===== config.mk =====
export PLATFORM = sky130hd
export DESIGN_NAME = alu_rr_scheduler_flat
export DESIGN_NICKNAME = d
export VERILOG_FILES = /design/src/rtl/alu_pkg.sv /design/src/rtl/alu_rr_scheduler_if.sv /design/src/rtl/alu_rr_scheduler_rr_arbiter.sv /design/src/rtl/alu_rr_scheduler.sv /design/src/flat_wrapper.sv
export SDC_FILE = /design/constraint.sdc
export NUM_CORES = 1
export LEC_CHECK = 0
export ABC_CLOCK_PERIOD_IN_PS = 4850
export CAP_MARGIN = 20
export CORE_UTILIZATION = 30
export DETAILED_ROUTE_END_ITERATION = 10
export DONT_BUFFER_PORTS = 1
export PLACE_DENSITY = 0.51
export SLEW_MARGIN = 20
export SYNTH_ARGS = -nofsm -noshare
export SYNTH_HDL_FRONTEND = slang
export SYNTH_SLANG_ARGS = --single-unit
export TNS_END_PERCENT = 5

===== constraint.sdc =====
create_clock -name clk -period 4.85 [get_ports clk]
set_clock_uncertainty 0.1 [all_clocks]
set_input_delay 0.97 -clock clk [delete_from_list [all_inputs] [get_ports clk]]
set_output_delay 0.97 -clock clk [all_outputs]
set_load 0.02 [all_outputs]

===== src/rtl/alu_pkg.sv =====
// alu_pkg: opcodes, FSM states and width defaults shared by the ALU scheduler
package alu_pkg;
  localparam int DATA_W_DEF = 32;
  localparam int OP_W_DEF = 4;
  localparam logic [3:0] OP_NOOP = 4'h0;
  localparam logic [3:0] OP_ADD = 4'h1;
  localparam logic [3:0] OP_SUB = 4'h2;
  localparam logic [3:0] OP_MUL = 4'h3;
  localparam logic [3:0] OP_DIV = 4'h4;
  localparam logic [3:0] OP_SLL = 4'h5;
  localparam logic [3:0] OP_SLT = 4'h6;
  localparam logic [3:0] OP_SLTU = 4'h7;
  localparam logic [3:0] OP_AND = 4'h8;
  localparam logic [3:0] OP_OR = 4'h9;
  localparam logic [3:0] OP_SRL = 4'hA;
  localparam logic [3:0] OP_SRA = 4'hB;
  localparam logic [3:0] OP_XOR = 4'hC;
  localparam logic [3:0] OP_LAST = 4'hC;
  typedef enum logic [1:0] {S_IDLE, S_EXEC, S_RESP} state_e;
endpackage


===== src/rtl/alu_rr_scheduler_if.sv =====
// alu_rr_scheduler_if: request, shared-ALU and response signals of the scheduler
interface alu_rr_scheduler_if #(
  parameter int NUM_REQ = 2,
  parameter int DATA_W = alu_pkg::DATA_W_DEF,
  parameter int OP_W = alu_pkg::OP_W_DEF,
  parameter int ID_W = (NUM_REQ > 1) ? $clog2(NUM_REQ) : 1
);
  logic [NUM_REQ-1:0] req_valid, req_ready;
  logic [NUM_REQ*DATA_W-1:0] req_a, req_b;
  logic [NUM_REQ*OP_W-1:0] req_op;
  logic [DATA_W-1:0] alu_a, alu_b, alu_result, rsp_result;
  logic [OP_W-1:0] alu_op;
  logic alu_exception, rsp_valid, rsp_ready, rsp_exception, rsp_zero;
  logic [ID_W-1:0] rsp_id;
  modport slave (
    input req_valid, req_a, req_b, req_op, alu_result, alu_exception, rsp_ready,
    output req_ready, alu_a, alu_b, alu_op, rsp_valid, rsp_id, rsp_result, rsp_exception, rsp_zero
  );
  modport master (
    output req_valid, req_a, req_b, req_op, alu_result, alu_exception, rsp_ready,
    input req_ready, alu_a, alu_b, alu_op, rsp_valid, rsp_id, rsp_result, rsp_exception, rsp_zero
  );
endinterface


===== src/rtl/alu_rr_scheduler_rr_arbiter.sv =====
// rr_arbiter: combinational round-robin pick starting after last_grant_i
module rr_arbiter #(
  parameter int NUM_REQ = 2,
  parameter int ID_W = (NUM_REQ > 1) ? $clog2(NUM_REQ) : 1
) (
  input  logic [NUM_REQ-1:0] req_i,
  input  logic [ID_W-1:0]    last_grant_i,
  output logic [NUM_REQ-1:0] grant_oh_o,
  output logic [ID_W-1:0]    grant_idx_o
);
  logic [ID_W-1:0] idx;
  // scan farthest-first so the nearest requester after the pointer overwrites the rest
  always_comb begin
    grant_oh_o = '0;
    grant_idx_o = '0;
    idx = '0;
    for (int k = NUM_REQ; k >= 1; k--) begin
      idx = ID_W'((int'(last_grant_i) + k) % NUM_REQ);
      if (req_i[idx]) begin
        grant_oh_o = '0;
        grant_oh_o[idx] = 1'b1;
        grant_idx_o = idx;
      end
    end
  end
endmodule


===== src/rtl/alu_rr_scheduler.sv =====
// alu_rr_scheduler: round-robin sharing of one combinational ALU with a tagged,
// back-pressured response channel
module alu_rr_scheduler
  import alu_pkg::*;
#(
  parameter int NUM_REQ = 2,
  parameter int DATA_W = DATA_W_DEF,
  parameter int OP_W = OP_W_DEF,
  parameter int ID_W = (NUM_REQ > 1) ? $clog2(NUM_REQ) : 1
) (
  input logic clk,
  input logic rst_n,
  alu_rr_scheduler_if.slave bus_if
);
  state_e state_q, state_d;
  logic [ID_W-1:0] last_q, id_q, gnt_idx;
  logic [NUM_REQ-1:0] gnt_oh;
  logic [DATA_W-1:0] a_q, b_q, res_q, sel_a, sel_b;
  logic [OP_W-1:0] op_q, sel_op;
  logic exc_q, zero_q, hs, fault;
  rr_arbiter #(.NUM_REQ(NUM_REQ), .ID_W(ID_W)) u_arb (
    .req_i(bus_if.req_valid),
    .last_grant_i(last_q),
    .grant_oh_o(gnt_oh),
    .grant_idx_o(gnt_idx)
  );
  assign sel_a = bus_if.req_a[gnt_idx*DATA_W +: DATA_W];
  assign sel_b = bus_if.req_b[gnt_idx*DATA_W +: DATA_W];
  assign sel_op = bus_if.req_op[gnt_idx*OP_W +: OP_W];
  assign hs = state_q == S_IDLE && |bus_if.req_valid;
  // faults never reach the ALU: answered directly with a zero result
  assign fault = sel_op > OP_W'(OP_LAST) || (sel_op == OP_W'(OP_DIV) && sel_b == '0);
  always_ff @(posedge clk or negedge rst_n)
    if (!rst_n) state_q <= S_IDLE;
    else state_q <= state_d;
  always_comb
    state_d = state_q == S_IDLE ? (hs ? (fault ? S_RESP : S_EXEC) : S_IDLE)
            : state_q == S_EXEC ? S_RESP
            : bus_if.rsp_ready ? S_IDLE : S_RESP;
  always_ff @(posedge clk or negedge rst_n) begin
    if (!rst_n) begin
      last_q <= ID_W'(NUM_REQ - 1);
      id_q <= '0;
      a_q <= '0;
      b_q <= '0;
      op_q <= '0;
      res_q <= '0;
      exc_q <= 1'b0;
      zero_q <= 1'b0;
    end else if (hs) begin
      last_q <= gnt_idx;
      id_q <= gnt_idx;
      a_q <= sel_a;
      b_q <= sel_b;
      op_q <= sel_op;
      if (fault) begin
        res_q <= '0;
        exc_q <= 1'b1;
        zero_q <= 1'b1;
      end
    end else if (state_q == S_EXEC) begin
      res_q <= bus_if.alu_result;
      exc_q <= bus_if.alu_exception;
      zero_q <= ~|bus_if.alu_result;
    end
  end
  always_comb begin
    bus_if.req_ready = (state_q == S_IDLE && rst_n) ? gnt_oh : '0;
    bus_if.alu_a = a_q;
    bus_if.alu_b = b_q;
    bus_if.alu_op = state_q == S_EXEC ? op_q : '0;
    bus_if.rsp_valid = state_q == S_RESP;
    bus_if.rsp_id = id_q;
    bus_if.rsp_result = res_q;
    bus_if.rsp_exception = exc_q;
    bus_if.rsp_zero = zero_q;
  end
endmodule


===== src/flat_wrapper.sv =====
// flat-port wrapper written by rule: the top's interface ports become plain ports
module alu_rr_scheduler_flat import alu_pkg::*;
#(
  parameter int NUM_REQ = 2,
  parameter int DATA_W = DATA_W_DEF,
  parameter int OP_W = OP_W_DEF,
  parameter int ID_W = (NUM_REQ > 1) ? $clog2(NUM_REQ) : 1
)
  (clk, rst_n, bus_if_req_valid, bus_if_req_a, bus_if_req_b, bus_if_req_op, bus_if_alu_result, bus_if_alu_exception, bus_if_rsp_ready, bus_if_req_ready, bus_if_alu_a, bus_if_alu_b, bus_if_alu_op, bus_if_rsp_valid, bus_if_rsp_id, bus_if_rsp_result, bus_if_rsp_exception, bus_if_rsp_zero);
  alu_rr_scheduler_if #(.NUM_REQ(NUM_REQ), .DATA_W(DATA_W), .OP_W(OP_W), .ID_W(ID_W)) bus_if_i ();
  input logic clk;
  input logic rst_n;
  input wire logic [$bits(bus_if_i.req_valid)-1:0] bus_if_req_valid;
  input wire logic [$bits(bus_if_i.req_a)-1:0] bus_if_req_a;
  input wire logic [$bits(bus_if_i.req_b)-1:0] bus_if_req_b;
  input wire logic [$bits(bus_if_i.req_op)-1:0] bus_if_req_op;
  input wire logic [$bits(bus_if_i.alu_result)-1:0] bus_if_alu_result;
  input wire logic [$bits(bus_if_i.alu_exception)-1:0] bus_if_alu_exception;
  input wire logic [$bits(bus_if_i.rsp_ready)-1:0] bus_if_rsp_ready;
  output wire logic [$bits(bus_if_i.req_ready)-1:0] bus_if_req_ready;
  output wire logic [$bits(bus_if_i.alu_a)-1:0] bus_if_alu_a;
  output wire logic [$bits(bus_if_i.alu_b)-1:0] bus_if_alu_b;
  output wire logic [$bits(bus_if_i.alu_op)-1:0] bus_if_alu_op;
  output wire logic [$bits(bus_if_i.rsp_valid)-1:0] bus_if_rsp_valid;
  output wire logic [$bits(bus_if_i.rsp_id)-1:0] bus_if_rsp_id;
  output wire logic [$bits(bus_if_i.rsp_result)-1:0] bus_if_rsp_result;
  output wire logic [$bits(bus_if_i.rsp_exception)-1:0] bus_if_rsp_exception;
  output wire logic [$bits(bus_if_i.rsp_zero)-1:0] bus_if_rsp_zero;
  assign bus_if_i.req_valid = bus_if_req_valid;
  assign bus_if_i.req_a = bus_if_req_a;
  assign bus_if_i.req_b = bus_if_req_b;
  assign bus_if_i.req_op = bus_if_req_op;
  assign bus_if_i.alu_result = bus_if_alu_result;
  assign bus_if_i.alu_exception = bus_if_alu_exception;
  assign bus_if_i.rsp_ready = bus_if_rsp_ready;
  assign bus_if_req_ready = bus_if_i.req_ready;
  assign bus_if_alu_a = bus_if_i.alu_a;
  assign bus_if_alu_b = bus_if_i.alu_b;
  assign bus_if_alu_op = bus_if_i.alu_op;
  assign bus_if_rsp_valid = bus_if_i.rsp_valid;
  assign bus_if_rsp_id = bus_if_i.rsp_id;
  assign bus_if_rsp_result = bus_if_i.rsp_result;
  assign bus_if_rsp_exception = bus_if_i.rsp_exception;
  assign bus_if_rsp_zero = bus_if_i.rsp_zero;
  alu_rr_scheduler #(.NUM_REQ(NUM_REQ), .DATA_W(DATA_W), .OP_W(OP_W), .ID_W(ID_W)) u_core (.clk(clk), .rst_n(rst_n), .bus_if(bus_if_i));
endmodule

* Yosys cells after proc, flatten, opt, wreduce, memory -nomap -nowiden *
Index checks and enable logic that the tools add are counted.
Widths: inputs -> output; s select.

word-level totals
  bits in registers = 106
  bits in latches = 0
  bits in writable memories = 0
  ROM bits = 0
  input port bits = 174
  output and inout port bits = 106
  memories = 0

operators by class
  add/subtract/negate cells = 2
  multiply operators = 0
  div/mod/pow operators = 0
  magnitude comparators = 5
  equal/unequal tests = 4
  shift-type cells = 3
  mux-type cells = 27
  bitwise logic cells = 0
  reductions and logical operators = 13

operators by type and width
  cell                 number
  $shiftx 64x7->32     2
  $mux 32              3
  $logic_not 32->1     1
  $reduce_or 32->1     1
  $mux 2               8
  $mux 1               13
  $shiftx 8x4->4       1
  $logic_and 1x1->1    5
  $eq 4x3->1 const B   1
  $gt 4x4->1 const B   1
  $lt 1x2->1 const B   2
  $mux 4               1
  $add 1x1->1 const B  2
  $demux 1 s1          2
  $eq 2x1->1 const B   1
  $eq 2x2->1 const B   1
  $ge 1x1->1 const B   2
  $logic_not 2->1      1
  $ne 2x2->1 const B   1
  $reduce_and 2->1     1
  $reduce_bool 2->1    1
  $reduce_or 2->1      1
  $logic_not 1->1      1
  $logic_or 1x1->1     1

* Depth between registers and ports, before layout *
Gate-level depths: netlist of the first run.

  word-level depth = 12
  gate-level depth with buffers = 7
  depth with buffers taken out = 5

* Hierarchy *
From an unflattened synthesis of the first run, not the netlist that was laid out.

second synthesis, totals
  cell total of the unflattened synthesis = 516
  area, all modules = 5,099.9 sq um

modules (own cells, without submodules)
  module            instances  cells each  area an instance (sq um)  seq. area each (sq um)
  alu_rr_scheduler  1          512         5,073.6                   2,653.8
  rr_arbiter        1          4           26.3                      0.0

* Least setup slack after synthesis of the first run *
OpenSTA, ideal clock, no wires.

  path kind = input to output
  start point = input port bus_if_req_valid[1]
  end point = output port bus_if_req_ready[1]
  arrival time = 1.867 ns
  slack = 1.913 ns
  cell stages on the path = 4
  buffers on the path = 2
  cells stage by stage = a21bo_2 -> buf_2 -> buf_1 -> nor2_1

between the ends
  longest elaborated chain between the ends = 5
  elaborated cells between the ends (all ways) = 7
  classes of those cells = mux (7)

RTL lines
  what                                        line                               RTL
  start: declaration                          flat_wrapper.sv:13                 input wire logic [$bits(bus_if_i.req_valid)-1:0] bus_if_req_valid;
  $mux 1 (implied by the code) (2 in series)  alu_rr_scheduler_rr_arbiter.sv:19  if (req_i[idx]) begin
  $mux 2                                      alu_rr_scheduler_rr_arbiter.sv:19
  $mux 2 *                                    alu_rr_scheduler_rr_arbiter.sv:19
  $mux 2 *                                    alu_rr_scheduler.sv:68             bus_if.req_ready = (state_q == S_IDLE && rst_n) ? gnt_oh : '0;
  end: declaration                            flat_wrapper.sv:20                 output wire logic [$bits(bus_if_i.req_ready)-1:0] bus_if_req_ready;

Every way passes the cells marked *; elsewhere a longest branch is shown, timed or not. The select of a mux whose other input is x is not followed.

* Final worst setup path of the first run *
  start point = register u_core.state_q[1]
  end point = output port bus_if_alu_op[2]

between the ends
  longest elaborated chain between the ends = 2

RTL lines
  what                      line                    RTL
  start: declaration        alu_rr_scheduler.sv:15  state_e state_q, state_d;
  start signal: assignment  alu_rr_scheduler.sv:35  else state_q <= state_d;
  $eq 2x1->1                alu_rr_scheduler.sv:71  bus_if.alu_op = state_q == S_EXEC ? op_q : '0;
  $mux 4                    alu_rr_scheduler.sv:71
  end: declaration          flat_wrapper.sv:23      output wire logic [$bits(bus_if_i.alu_op)-1:0] bus_if_alu_op;

No other way between the ends.

==> metrics.cfg, run 1 <==
[run_status]
outcome = complete, no violations

[cts]
ctsHtreeMaxLevel = 3
clk_latency_ps = 340
holdBufCountCts = 0
cts-root-buf = sky130_fd_sc_hd__clkbuf_16
ctsLongestPathBuffers = 2
tritoncts = built
cts_post_setup_buffers_inserted = 0
postCtsResizedCells = 0
clock_sink_count = 106
cts_made_buffers = 9
clk_pin_slew_worst_paths_ps = 70

[setup_path]
setup.worst_path.end_class = output pin
worstSetupStartpointType = register
crit_fanout = 40
worst-endpoint-required_ps = 3780
worst-setup-path-type = register to output pin
timing.critical_path.arrival_ps = 1950

[sta]
timing.final.crit_period_ps = 3020
holdWs_ps = 220
finalHoldViolCount = 0
timing.setup.tns_ps = 0
setup_repair_after_global_routing_missed_its_margin = false
max_clock_freq_mhz = 332
max_slew.worst_pin.slew_ps = 958
layout_worst_path_cycle_share_pct = 62.2
slew_headroom_pct = 36.0
setup_violations = 0
final_max_slew_viol_count = 0

[layout]
finish.utilization_pct = 33.9
final_net_count = 746
drive_above_1_share_pct = 5.72
area.growth.synth_to_final_pct = 9.61
stdcell_count = 797
diodes_inserted = 0

[floorplan]
start_util_pct = 30.9
fp-row-count = 47
fp.dieArea_mm2 = 0.0178
chip_height_um = 133
floorplan.core_area_mm2 = 0.0167
pin_count = 280
die_x_um = 133

[power]
total_leakage_power_uw = 0.00235
irDropWorstVdd_mv = 0.249
p_per_area_mw_per_mm2 = 752

[synth]
syn_nets = 771
syn_area_mm2 = 0.00517
synthesis.instances = 597
yosys_register_bits = 106
post_synth.cell_area_avg_um2 = 8.66
async_flop_share_pct = 100
synth.yosys.warnings = 0
synth_enable_flop_cells = 0
synth_cell_types = 36
synth_sequential_area_ratio_pct = 51.3
synth_top_flop_cell = sky130_fd_sc_hd__dfrtp_1

[grt]
met2_usage_pct = 28.5
grt_first_pass_wirelength_mm = 24.4
vias_in_the_first_global_route = 4288
globalRouteMet3Util_pct = 5.90
grt_max_degree = 108
globalRouteOverflowTotal = 0
antenna_found_initial = 1
grt-busiest-layer = met2
grt.total_usage_pct = 17.9
grt_util_met1_pct = 22.6

[routing]
postRouteAntennaNets = 0
vias = 4408
drt_iter0_markers = 227
vias_per_cell = 5.53
drt-wirelength-per-cell_um = 20.2
firstDrtPassIters = 5
drc = 0
wirelength_mm = 16.1

[placement]
gp_congestion = 0.830
numPortBuffers = 0
placedCellCount = 780
hpwl_mm = 11.7

[flow_run]
timing.max_cap.violations = 0

[worst_hold_path]
timing.hold.worst.class = input port to asynchronous set/reset pin

## layout make-up
cell class                      count  area [um^2]
Multi-Input combinational cell    442         2340
Inverter                            2         7.51
Fill cell                        1756        11000
Clock buffer                       11          233
Clock inverter                      5         55.1
Timing Repair Buffer               11          103
Sequential cell                   106         2650
Tap cell                          220          275
## where the power goes
part | internal, uW | switching, uW
logic | 577 | 794
registers | 1320 | 841
clock network | 399 | 324
total | 2300 | 1960
## through the flow
stage / setup WS [ps] / area [um^2] / total power (uW)
finish: 1830 / 5670 / 4260
global route: 1680 / 5670 / 4550
CTS: 1780 / 5640 / 4300
detailed placement: 1440 / 5350 / 3570
global placement: 1550 / 5350 / 3500
floorplan: 1910 / 5170 / 3190
## cell families (layout without fill, tap and decap cells)
kind of cell / after synthesis / count (layout) / share of synthesized area [%]
AO/OA/AOI/OAI: 153 / 153 / 21.7
buffers and inverters: 49 / 29 / 3.78
flip-flops: 106 / 106 / 51.3
multiplexers: 1 / 1 / 0.194
AND/OR/NAND/NOR: 288 / 288 / 23.0
## critical path, cell delays in order (launching register included)
cell and delay [ps]:
sky130_fd_sc_hd__dfrtp_1 440, sky130_fd_sc_hd__nor2b_4 770, sky130_fd_sc_hd__and2_1 390
## registers in the layout, indices dropped and copies added (netlist names)
register,count
u_core.state_q,2
u_core.bus_if.rsp_exception,1
u_core.bus_if.alu_b,32
u_core.op_q,4
u_core.bus_if.rsp_id,1
u_core.bus_if.rsp_zero,1
u_core.bus_if.rsp_result,32
u_core.last_q,1
u_core.bus_if.alu_a,32
## path summary, 6_finish.rpt
| check | cells past startpoint | from | slack [ps] | endpoint |
|---|---|---|---|---|
| hold reg to reg | 1 | u_core.op_q[2]$_DFFE_PN0P_ | 380 | u_core.op_q[2]$_DFFE_PN0P_ |
| setup reg to reg | 5 | u_core.last_q$_DFFE_PN1P_ | 2170 | u_core.bus_if.rsp_exception$_DFFE_PN0P_ |
| hold / removal | 0 | rst_n | 220 | u_core.bus_if.rsp_result[25]$_DFFE_PN0P_ |
| setup / recovery | 2 | u_core.state_q[1]$_DFF_PN0_ | 1830 | bus_if_alu_op[2] |
| max in group asynchronous | 0 | rst_n | 4230 | u_core.last_q$_DFFE_PN1P_ |
| min in group clk | 1 | u_core.op_q[2]$_DFFE_PN0P_ | 380 | u_core.op_q[2]$_DFFE_PN0P_ |
## cell usage after synthesis (2+ instances only)
library cell	n	area, um^2
sky130_fd_sc_hd__nand2_1	170	638
sky130_fd_sc_hd__nand2b_1	2	12.5
sky130_fd_sc_hd__nor2_1	75	282
sky130_fd_sc_hd__nor2b_1	2	12.5
sky130_fd_sc_hd__a21o_1	2	15.0
sky130_fd_sc_hd__dfrtp_1	105	2630
sky130_fd_sc_hd__nand4_1	8	50.1
sky130_fd_sc_hd__a2bb2oi_1	32	280
sky130_fd_sc_hd__o21ai_0	3	15.0
sky130_fd_sc_hd__buf_2	6	30.0
sky130_fd_sc_hd__and2_1	4	25.0
sky130_fd_sc_hd__buf_1	5	18.8
sky130_fd_sc_hd__nor3_1	6	30.0
sky130_fd_sc_hd__a31oi_1	68	425
sky130_fd_sc_hd__o31ai_1	33	248
sky130_fd_sc_hd__nor4_1	18	113
sky130_fd_sc_hd__clkbuf_1	35	131
sky130_fd_sc_hd__o21ai_1	4	20.0
sky130_fd_sc_hd__inv_1	2	7.51
## cells in the final DEF (no fill, tap or decap), types with 6 or more instances in the layout
cell type	instances
sky130_fd_sc_hd__buf_4	10
sky130_fd_sc_hd__nor3_1	6
sky130_fd_sc_hd__dfrtp_1	105
sky130_fd_sc_hd__nor2_1	75
sky130_fd_sc_hd__nand4_1	8
sky130_fd_sc_hd__a2bb2oi_1	32
sky130_fd_sc_hd__o31ai_1	33
sky130_fd_sc_hd__nand2_1	170
sky130_fd_sc_hd__nor4_1	18
sky130_fd_sc_hd__clkbuf_16	9
sky130_fd_sc_hd__a31oi_1	68
## layer usage
metal	routed length, um	vias to the layer above
met5	17	-
met4	262	2
met3	1680	20
met2	7600	228
met1	6540	2087
li1	-	2071
Power figures use the tool's default switching activity.
==> inputs of run 2 (changes only) <==
- ABC_CLOCK_PERIOD_IN_PS: 4850 -> 3100
- clock period: 4.85 -> 3.1 ns (I/O delays scaled with it)
==> metrics.cfg, run 2 (synthesis gave the netlist of run 1 again) <==
[cts]
ctsHtreeMaxLevel = 3
ctsLongestPathBuffers = 2
tritoncts = built
postCtsResizedCells = 0
clk_pin_slew_worst_paths_ps = 70
cts_post_setup_buffers_inserted = 0
clk_latency_ps = 340
clock_sink_count = 106
cts_made_buffers = 9
cts-root-buf = sky130_fd_sc_hd__clkbuf_16

[sta]
max_clock_freq_mhz = 400
timing.setup.tns_ps = 0
setup_repair_after_global_routing_missed_its_margin = false
max_slew.worst_pin.slew_ps = 989
finalHoldViolCount = 105
setup_ws_ps = 603
slew_headroom_pct = 34.1
holdWs_ps = -127
layout_worst_path_cycle_share_pct = 80.6
timing.final.crit_period_ps = 2500
setup_violations = 0
final_max_slew_viol_count = 0

[grt]
grt_first_pass_wirelength_mm = 25.0
grt_max_degree = 108
antenna_found_initial = 1
vias_in_the_first_global_route = 4465
globalRouteOverflowTotal = 0
grt.total_usage_pct = 18.3

[run_status]
failed_checks = negative hold slack
outcome = complete, but fails checks

[setup_path]
worst-setup-path-type = register to register
crit_fanout = 19
path_delay_family = compound AO/OA/AOI/OAI gates
critPathBufInv = 2
timing.reg2reg.worst_path_depth = 7
cpPeakStageDelay_ps = 570
setup.worst_path.start = u_core.last_q$_DFFE_PN1P_
reg2reg_from = u_core.last_q$_DFFE_PN1P_
timing.critical_path.arrival_ps = 2590
critical-path-slowest-cell = sky130_fd_sc_hd__dfstp_2
worst-endpoint-required_ps = 3190
critical_path_cell_by_cell = a21bo_2 -> nand4_1 -> a22o_1 -> a211oi_4 -> buf_4 -> buf_4 -> o31ai_1
worstSetupStartpointType = register
setup.worst_path.end_class = register
cp.depth = 7
timing.critical_path.mode_cell = sky130_fd_sc_hd__buf_4

[routing]
vias_per_cell = 5.52
vias = 4446
drc = 0
wirelength_mm = 16.4
drt-wirelength-per-cell_um = 20.3
postRouteAntennaNets = 0
firstDrtPassIters = 6
drt_iter0_markers = 244

[power]
reg_power_share_pct = 49.0
clock_network_fraction_of_design_power_pct = 19.5
switching_share_pct = 44.5
total_leakage_power_uw = 0.00242
p_switching_uw = 3080
power.share.combinational_pct = 31.5
irDropWorstVdd_mv = 0.374
p_int_uw = 3830
p_per_area_mw_per_mm2 = 1190
fin_total_pwr_uw = 6910

[layout]
final_net_count = 754
most_frequent_standard_cell_in_the_layout_excluding_fill_and_tap_cells = sky130_fd_sc_hd__nand2_1
seq_cell_area_mm2 = 0.00265
diodes_inserted = 0
drive_above_1_share_pct = 7.18
most-common-layout-cells = 170 x sky130_fd_sc_hd__nand2_1, 105 x sky130_fd_sc_hd__dfrtp_1, 75 x sky130_fd_sc_hd__nor2_1
finish.utilization_pct = 34.6
fillerInstances = 1756
area.growth.synth_to_final_pct = 11.9
multi_input_area_mm2 = 0.00234

[floorplan]
fp-row-count = 47
start_util_pct = 30.9
chip_height_um = 133
fp.dieArea_mm2 = 0.0178
pin_count = 280
floorplan.core_area_mm2 = 0.0167
die_x_um = 133

[placement]
hpwl_mm = 12.2
numPortBuffers = 0
place_ws_ps = 496
gp_congestion = 0.849

[flow_run]
timing.max_cap.violations = 0

[worst_hold_path]
timing.hold.worst.class = input port to asynchronous set/reset pin

run 2: cell types whose count changed in the layout (fill, tap and decap cells not counted), sizes merged:
cell and change:
bufinv +2, clkbuf +1, clkinv -2, buf +8, clkinvlp -1
run 2: path summary, 6_finish.rpt:
check	end	slack [ps]
setup / recovery	u_core.bus_if.rsp_result[30]$_DFFE_PN0P_	600
hold / removal	u_core.bus_if.rsp_result[25]$_DFFE_PN0P_	-130
setup reg to reg	u_core.bus_if.rsp_result[30]$_DFFE_PN0P_	600
hold reg to reg	u_core.op_q[2]$_DFFE_PN0P_	380
max in group asynchronous	u_core.last_q$_DFFE_PN1P_	2800
min in group clk	u_core.bus_if.rsp_result[17]$_DFFE_PN0P_	310
run 2: metrics by stage:
step / hold slack [ps] / std cells / cell area (um^2)
after CTS: -150 / 805 / 5780
after detailed placement: 226 / 789 / 5430
after global routing: -153 / 805 / 5780
after floorplan: 224 / 597 / 5170
after global placement: 227 / 789 / 5430
final: -127 / 805 / 5780
run 2: metal layers:
layer	track usage [%]	wire (um)
met1	22.6	6620
met2	30.1	7790
met3	5.86	1700
met4	6.00	247
met5	0	0
run 2: power by group through the flow:
stage / logic, uW / registers (uW) / clock network (uW)
finish: 2170 / 3390 / 1350
global route: 2480 / 3470 / 1460
CTS: 2190 / 3400 / 1390
detailed placement: 2210 / 3410 / 0
global placement: 2120 / 3410 / 0
floorplan: 1800 / 3190 / 0
run 2: final cells by class:
type | instances | area share [%]
clock inverters | 4 | 1.69
repair buffers | 19 | 2.68
well taps | 220 | 4.76
clock buffers | 12 | 4.43
inverters | 2 | 0.130
flip-flops and latches | 106 | 45.9
multi-input cells | 442 | 40.4
==> inputs of run 3 (changes only) <==
- ABC_CLOCK_PERIOD_IN_PS: 3100 -> 2300
- clock period: 3.1 -> 2.3 ns (I/O delays scaled with it)
==> metrics.cfg, run 3 (synthesis gave the netlist of run 1 again) <==
[setup_path]
critical-path-slowest-cell = sky130_fd_sc_hd__dfstp_2
reg2reg_setup_slack_ps = 170
setup.worst_path.end_class = output pin
critical_path_cell_by_cell = a21bo_4 -> buf_4 -> buf_12 -> nor2_1 -> buf_4
reg2reg_from = u_core.last_q$_DFFE_PN1P_
setup.worst_path.start = u_core.last_q$_DFFE_PN1P_
crit_fanout = 25
cpPeakStageDelay_ps = 580
timing.reg2reg.worst_path_depth = 5
reg2reg_to = u_core.bus_if.rsp_result[5]$_DFFE_PN0P_
timing.critical_path.arrival_ps = 1640
timing.critical_path.mode_cell = sky130_fd_sc_hd__buf_4
worst-endpoint-required_ps = 1740
worstSetupStartpointType = register
worst-setup-path-type = register to output pin

[sta]
max_slew.worst_pin.slew_ps = 697
setup_repair_after_global_routing_missed_its_margin = false
timing.setup.tns_ps = 0
holdWs_ps = -291
layout_worst_path_cycle_share_pct = 95.5
finalHoldViolCount = 106
final_max_slew_viol_count = 0
timing.final.crit_period_ps = 2200
max_clock_freq_mhz = 455
slew_headroom_pct = 53.5
setup_violations = 0

[cts]
ctsLongestPathBuffers = 2
ctsHtreeMaxLevel = 3
tritoncts = built
clk_latency_ps = 340
cts_made_buffers = 9
clk_pin_slew_worst_paths_ps = 70
cts-root-buf = sky130_fd_sc_hd__clkbuf_16
clock_sink_count = 106

[floorplan]
floorplan.core_area_mm2 = 0.0167
start_util_pct = 30.9
pin_count = 280
die_x_um = 133
fp-row-count = 47
fp.dieArea_mm2 = 0.0178
chip_height_um = 133

[power]
total_leakage_power_uw = 0.00244
irDropWorstVdd_mv = 0.490
p_per_area_mw_per_mm2 = 1570

[placement]
gp_congestion = 0.830
hpwl_mm = 12.2
numPortBuffers = 0

[run_status]
outcome = complete, but fails checks
failed_checks = negative hold slack

[routing]
vias_per_cell = 5.53
drc = 0
drt_iter0_markers = 343
postRouteAntennaNets = 0
vias = 4453
wirelength_mm = 16.5
firstDrtPassIters = 5
drt-wirelength-per-cell_um = 20.5

[grt]
antenna_found_initial = 0
grt_first_pass_wirelength_mm = 25.3
grt.total_usage_pct = 18.6
vias_in_the_first_global_route = 4498
grt_max_degree = 108
globalRouteOverflowTotal = 0

[layout]
diodes_inserted = 0
area.growth.synth_to_final_pct = 12.9
most-common-layout-cells = 170 x sky130_fd_sc_hd__nand2_1, 105 x sky130_fd_sc_hd__dfrtp_1, 75 x sky130_fd_sc_hd__nor2_1
fillerInstances = 1742
most_frequent_standard_cell_in_the_layout_excluding_fill_and_tap_cells = sky130_fd_sc_hd__nand2_1
final_net_count = 754
drive_above_1_share_pct = 7.01
finish.utilization_pct = 34.9

[flow_run]
timing.max_cap.violations = 0

[worst_hold_path]
timing.hold.worst.class = input port to asynchronous set/reset pin

[run 3: power breakdown]
group	leakage, uW	internal, uW	total, uW	switching (uW)
sequential	0.00117	2790	4560	1780
combinational	0.00113	1350	3060	1710
clock	0.000140	854	1550	699
total	0.00244	4990	9180	4190
[run 3: worst max path at each step]
| stage | cells past startpoint | end | slack [ps] |
|---|---|---|---|
| after global routing | 5 | bus_if_req_ready[1] | 30 |
| after CTS | 5 | bus_if_req_ready[1] | 10 |
| after floorplan | 6 | u_core.bus_if.rsp_result[10]$_DFFE_PN0P_ | 240 |
| final | 5 | bus_if_req_ready[1] | 100 |
| after global placement | 6 | u_core.bus_if.rsp_result[30]$_DFFE_PN0P_ | -30 |
| after detailed placement | 6 | u_core.bus_if.rsp_result[27]$_DFFE_PN0P_ | 40 |
[run 3: routing by layer]
layer | track usage (%) | wire [um] | vias to the layer above
li1 | - | - | 2090
met1 | 22.9 | 6700 | 2110
met2 | 30.2 | 7710 | 230
met3 | 6.01 | 1690 | 23
met4 | 7.58 | 362 | 0
met5 | 0 | 0 | -
[run 3: final cells by class]
type	instances	area [um^2]	area share, %
Timing Repair Buffer	19	255	4.38
Tap cell	220	275	4.72
Inverter	2	7.51	0.129
Clock inverter	5	63.8	1.09
Clock buffer	11	233	3.99
Multi-Input combinational cell	442	2340	40.2
Sequential cell	106	2650	45.5
[run 3: stage by stage]
| stage | area [um^2] | hold slack, ps | instances | worst slack (ps) | power [uW] |
|---|---|---|---|---|---|
| 4_1_cts | 5830 | -319 | 805 | 12.0 | 9300 |
| 3_5_place_dp | 5500 | 66.9 | 788 | 37.4 | 7680 |
| 2_1_floorplan | 5170 | 64.4 | 597 | 236 | 6730 |
| 5_1_grt | 5830 | -317 | 805 | 29.2 | 9840 |
| 6_report | 5830 | -291 | 805 | 104 | 9180 |
| 3_3_place_gp | 5500 | 67.4 | 788 | -28.5 | 7540 |
[run 3: worst max-delay path, delay by kind of cell, from the launching register on]
kind	cells	cell delay, ps
AOI/OAI and AO/OA	1	160
DFF	1	580
and+or+nand+nor	1	60
buffers and inverters	3	460
[run 3: timing repair]
action                                  in CTS  in global routing
endpoints found under the setup margin       1                  1
gates resized for setup                      0                  1
hold endpoints to repair                   106                106
cloned                                       1                  0
buffers inserted                             0                  0
